===== config.mk =====
export PLATFORM = sky130hd
export DESIGN_NAME = mem_arbiter
export DESIGN_NICKNAME = d
export VERILOG_FILES = /design/src/rtl/mem_arbiter.sv
export SDC_FILE = /design/constraint.sdc
export NUM_CORES = 1
export LEC_CHECK = 0
export CAP_MARGIN = 20
export CORE_AREA = 2 2 290 292
export CTS_CLUSTER_SIZE = 14
export DETAILED_ROUTE_END_ITERATION = 16
export DIE_AREA = 0 0 292 294
export HOLD_SLACK_MARGIN = 0.05
export SYNTH_ARGS = -nofsm -noshare
export SYNTH_HDL_FRONTEND = slang
export SYNTH_SLANG_ARGS = --single-unit

===== constraint.sdc =====
create_clock -name CLK -period 1.5 [get_ports CLK]
set_input_delay 0.3 -clock CLK [delete_from_list [all_inputs] [get_ports CLK]]
set_output_delay 0.3 -clock CLK [all_outputs]
set_load 0.005 [all_outputs]

===== src/rtl/mem_arbiter.sv =====
// Two-client block-memory arbiter: serialises I-cache fetches and D-cache
// reads/write-backs onto one busywait-driven memory port, alternating on ties.
module mem_arbiter #(
  parameter int ADDR_W  = 28,
  parameter int BLOCK_W = 128
) (
  input  logic               CLK,
  input  logic               RESET,
  input  logic               IC_READ,
  input  logic [ADDR_W-1:0]  IC_ADDR,
  output logic [BLOCK_W-1:0] IC_READDATA,
  output logic               IC_BUSYWAIT,
  input  logic               DC_READ,
  input  logic               DC_WRITE,
  input  logic [ADDR_W-1:0]  DC_ADDR,
  input  logic [BLOCK_W-1:0] DC_WRITEDATA,
  output logic [BLOCK_W-1:0] DC_READDATA,
  output logic               DC_BUSYWAIT,
  output logic               MEM_READ,
  output logic               MEM_WRITE,
  output logic [ADDR_W-1:0]  MEM_ADDR,
  output logic [BLOCK_W-1:0] MEM_WRITEDATA,
  input  logic [BLOCK_W-1:0] MEM_READDATA,
  input  logic               MEM_BUSYWAIT,
  output logic [1:0]         GRANT
);

  typedef enum logic [2:0] {
    IDLE, ISSUE_I, WAIT_I, RESP_I, ISSUE_D, WAIT_D, RESP_D
  } state_t;

  state_t state;
  logic   last_d;   // 1: D-cache was the last owner served
  logic   dc_req;

  assign dc_req      = DC_READ | DC_WRITE;
  assign IC_BUSYWAIT = IC_READ & (state != RESP_I);
  assign DC_BUSYWAIT = dc_req  & (state != RESP_D);

  always_ff @(posedge CLK or negedge RESET) begin
    if (!RESET) begin
      state         <= IDLE;
      last_d        <= 1'b0;
      MEM_READ      <= 1'b0;
      MEM_WRITE     <= 1'b0;
      MEM_ADDR      <= '0;
      MEM_WRITEDATA <= '0;
      IC_READDATA   <= '0;
      DC_READDATA   <= '0;
      GRANT         <= 2'b00;
    end else begin
      case (state)
        IDLE: begin
          // D wins unless the I-cache is also waiting and D went last
          if (dc_req && (!IC_READ || !last_d)) begin
            MEM_ADDR      <= DC_ADDR;
            MEM_WRITEDATA <= DC_WRITEDATA;
            MEM_WRITE     <= DC_WRITE;
            MEM_READ      <= ~DC_WRITE;
            GRANT         <= 2'b10;
            state         <= ISSUE_D;
          end else if (IC_READ) begin
            MEM_ADDR  <= IC_ADDR;
            MEM_READ  <= 1'b1;
            MEM_WRITE <= 1'b0;
            GRANT     <= 2'b01;
            state     <= ISSUE_I;
          end
        end
        // memory raises busywait one cycle late, so the issue cycle never completes
        ISSUE_I: state <= WAIT_I;
        ISSUE_D: state <= WAIT_D;
        WAIT_I: begin
          if (!MEM_BUSYWAIT) begin
            MEM_READ    <= 1'b0;
            IC_READDATA <= MEM_READDATA;
            last_d      <= 1'b0;
            GRANT       <= 2'b00;
            state       <= RESP_I;
          end
        end
        WAIT_D: begin
          if (!MEM_BUSYWAIT) begin
            if (MEM_READ) DC_READDATA <= MEM_READDATA;
            MEM_READ  <= 1'b0;
            MEM_WRITE <= 1'b0;
            last_d    <= 1'b1;
            GRANT     <= 2'b00;
            state     <= RESP_D;
          end
        end
        RESP_I:  state <= IDLE;
        RESP_D:  state <= IDLE;
        default: state <= IDLE;
      endcase
    end
  end

endmodule


==> impl_metrics.env <==
export IMPL_status="finished, violations left"
export IMPL_violations="setup timing"
export IMPL_layout_setup_ws_ns=-0.337
export IMPL_clock_fmax_mhz=544
export IMPL_slew_violations=0
export IMPL_h_tree_depth=2
export IMPL_synthesis_area_um2=16300
export IMPL_critical_path_buf_inv_count=4
export IMPL_cp_start_kind="flop"
export IMPL_crit_type="flop to flop"
export IMPL_grt_pass1_wl_um=91500
export IMPL_viasPerCell=4.03
export IMPL_drt_iter0_markers=451
export IMPL_antenna_found_initial=4
export IMPL_period_share_pct=122
export IMPL_relSlewSlack_pct=72.1
export IMPL_mostFrequentLayoutCell="dfrtp_1"
export IMPL_grt_usage_pct=14.0
export IMPL_drt_total_wl_um=64600
export IMPL_rsz0062_at_grt="true"
export IMPL_final_area_um2=27600
export IMPL_crit_arrival_ns=2.29
export IMPL_die_w_um=292
export IMPL_synth_yosys_seq_area_share_pct=64.4
export IMPL_ys_types=32
export IMPL_powerDensity_nw_per_um2=2030
export IMPL_avgSynthCellArea_um2=12.7
export IMPL_finalNetCount=2531
export IMPL_cts_tree="yes"
export IMPL_ff2ff_setup_slack_ns=-0.34
export IMPL_cp_max_fo=9
export IMPL_drc_errors=0
export IMPL_synth_cells=1283
export IMPL_synth_net_count=1601
export IMPL_cts_made_buffers=48
export IMPL_power_total_uw=56000
export IMPL_reg2reg_depth=7
export IMPL_grt_remaining_overflow=0
export IMPL_critical_path_top_delay_family="simple AND/OR/NAND/NOR gates"
export IMPL_pre_cts_slack_ns=-0.795
export IMPL_fin_crit_ns=1.84
export IMPL_reg2reg_from="state[0]$_DFFE_PN0P_"
export IMPL_wl_per_cell_um=19.4
export IMPL_ys_ff_latch=420
export IMPL_die_h_um=294
export IMPL_fp_dieArea_um2=85800
export IMPL_cts_sinks=420
export IMPL_mostFrequentLayoutCells="414 x dfrtp_1, 370 x buf_2, 368 x nand2_1"
export IMPL_clkLatencyLatePin_ns=0.57
export IMPL_path_cells="buf_6 -> or4b_4 -> buf_12 -> buf_12 -> buf_16 -> nand2_1 -> nand2_1"
export IMPL_fin_cells=3330
export IMPL_maxCapViolations=0
export IMPL_rows=106
export IMPL_grt_max_degree=57
export IMPL_required_ns=1.96
export IMPL_max_stage_delay_ns=0.56
export IMPL_area_growth_syn_to_layout_pct=69.3
export IMPL_yosys_warnings=0
export IMPL_hp_class="input port to asynchronous set/reset pin"
export IMPL_ioPinCount=736
export IMPL_setup_viol=419
export IMPL_r2r_end="IC_READDATA[0]$_DFFE_PN0P_"
export IMPL_ir_drop_mv=0.935
export IMPL_dp_cells=3108
export IMPL_drive_gt1_share_pct=45.6
export IMPL_cts_root_buf="clkbuf_16"
export IMPL_tightestPinTransition_ns=0.416
export IMPL_hold_violations=0
export IMPL_first_pass_iters=4
export IMPL_core_area_um2=82900
export IMPL_start_util_pct=19.7
export IMPL_numPortBuffers=735
export IMPL_num_vias=13400
export IMPL_ant_nets=0
export IMPL_fin_skew_ns=0.00754
export IMPL_clk_path_buf_depth=3
export IMPL_crit_path_end_kind="flop"
export IMPL_place_gp_congestion=0.820
export IMPL_cellLeakagePower_uw=0.0138
export IMPL_cp_slowest_cell="or4b_4"
export IMPL_path_clk_slew_ns=0.06
export IMPL_grt_pass1_vias=14400
export IMPL_dpl_cell_area_um2=25500
export IMPL_dp_hpwl_um=44200
export IMPL_whs_ns=0.225
==> cells in the mapped netlist <==
master / instances / share of area, %
buf_1: 3 / 0.069
a21o_1: 1 / 0.046
nor3_2: 1 / 0.061
buf_6: 27 / 1.9
o21ai_0: 2 / 0.061
or4b_1: 1 / 0.061
a21oi_1: 28 / 0.86
nand2_1: 443 / 10
mux2_1: 66 / 4.6
and4bb_1: 1 / 0.077
mux2_2: 142 / 9.8
o21a_1: 1 / 0.046
nand2b_1: 2 / 0.077
a211oi_1: 1 / 0.046
dfrtp_1: 420 / 64
o21ai_1: 1 / 0.031
and2_1: 1 / 0.038
clkbuf_1: 12 / 0.28
buf_2: 34 / 1.0
nand3_1: 1 / 0.031
a31oi_1: 28 / 1.1
a32oi_1: 1 / 0.054
or3_1: 1 / 0.038
mux2_4: 50 / 4.6
inv_1: 4 / 0.092
nor2_1: 2 / 0.046
a2bb2oi_1: 2 / 0.11
o2bb2ai_1: 3 / 0.16
nor3_1: 1 / 0.031
o22ai_1: 1 / 0.038
xnor2_1: 1 / 0.054
nor4b_1: 1 / 0.054
==> final cells by class <==
type	count	area, µm²
Multi-Input combinational cell	784	5900
Antenna cell	1	2.50
Clock buffer	67	1350
Sequential cell	420	10500
Fill cell	8254	55300
Inverter	4	15.0
Timing Repair Buffer	955	8210
Clock inverter	19	283
Tap cell	1080	1350
==> per-layer routing <==
metal  routed length [µm]  global-route usage, %  part of all wire [%]
met2                33100                   25.2                    51
met4                 2410                   5.57                   3.7
met1                24800                   15.6                    38
met5                   24                      0                 0.037
met3                 4270                   3.97                   6.6
==> state kept, by name (all words and copies together) (netlist names) <==
name / count
MEM_WRITE: 1
GRANT: 2
MEM_ADDR: 28
DC_READDATA: 128
last_d: 1
IC_READDATA: 128
state: 3
MEM_WRITEDATA: 128
MEM_READ: 1
==> report_power, final <==
group,switching [µW],internal (µW),leakage (µW),total (µW)
logic,9920,13800,0.00779,23800
registers,3170,16700,0.00517,19900
clock network,4800,7480,0.000801,12300
total,17900,38100,0.0138,56000
==> through the flow <==
| stage | setup TNS, ns | util [%] |
|---|---|---|
| after floorplan | -19.43 | - |
| final | -86.62 | 33.3 |
| after global routing | -108.75 | 33.3 |
| after detailed placement | -246.10 | 30.7 |
| after CTS | -93.36 | 32.4 |
| after global placement | -241.96 | 30.7 |
==> worst max path at each step <==
stage	slack (ns)	cells after the start	startpoint	end
after floorplan	-0.09	6	state[1]$_DFFE_PN0P_	DC_READDATA[10]$_DFFE_PN0P_
after global placement	-0.79	7	MEM_BUSYWAIT	IC_READDATA[46]$_DFFE_PN0P_
after detailed placement	-0.80	7	MEM_BUSYWAIT	IC_READDATA[46]$_DFFE_PN0P_
after CTS	-0.36	4	state[2]$_DFFE_PN0P_	IC_BUSYWAIT
after global routing	-0.39	7	state[0]$_DFFE_PN0P_	IC_READDATA[22]$_DFFE_PN0P_
final	-0.34	7	state[0]$_DFFE_PN0P_	IC_READDATA[0]$_DFFE_PN0P_
==> cell families after synthesis <==
family	count (synthesis)	share of synthesized area, %
XOR/XNOR	1	0.0537
buffers and inverters	80	3.34
multiplexers	258	19.0
flip-flops	420	64.4
AO/OA/AOI/OAI	69	2.52
AND/OR/NAND/NOR	455	10.7
==> worst register-to-register path: cells and delay by family, from the launching register on <==
kind,cells,cell delay [ns]
simple gates,3,0.67
buf+inv,4,0.67
flops,1,0.39
==> repair_timing <==
item                       in CTS  in global routing
pin swaps                      18                  3
hold buffers                    1                  0
setup buffers                 104                  5
setup endpoints to repair     833                463
resized for setup            1700                121
hold endpoints to repair      211                  0
cloned                         18                 11
Note: power is estimated with default switching activity, not from simulation.
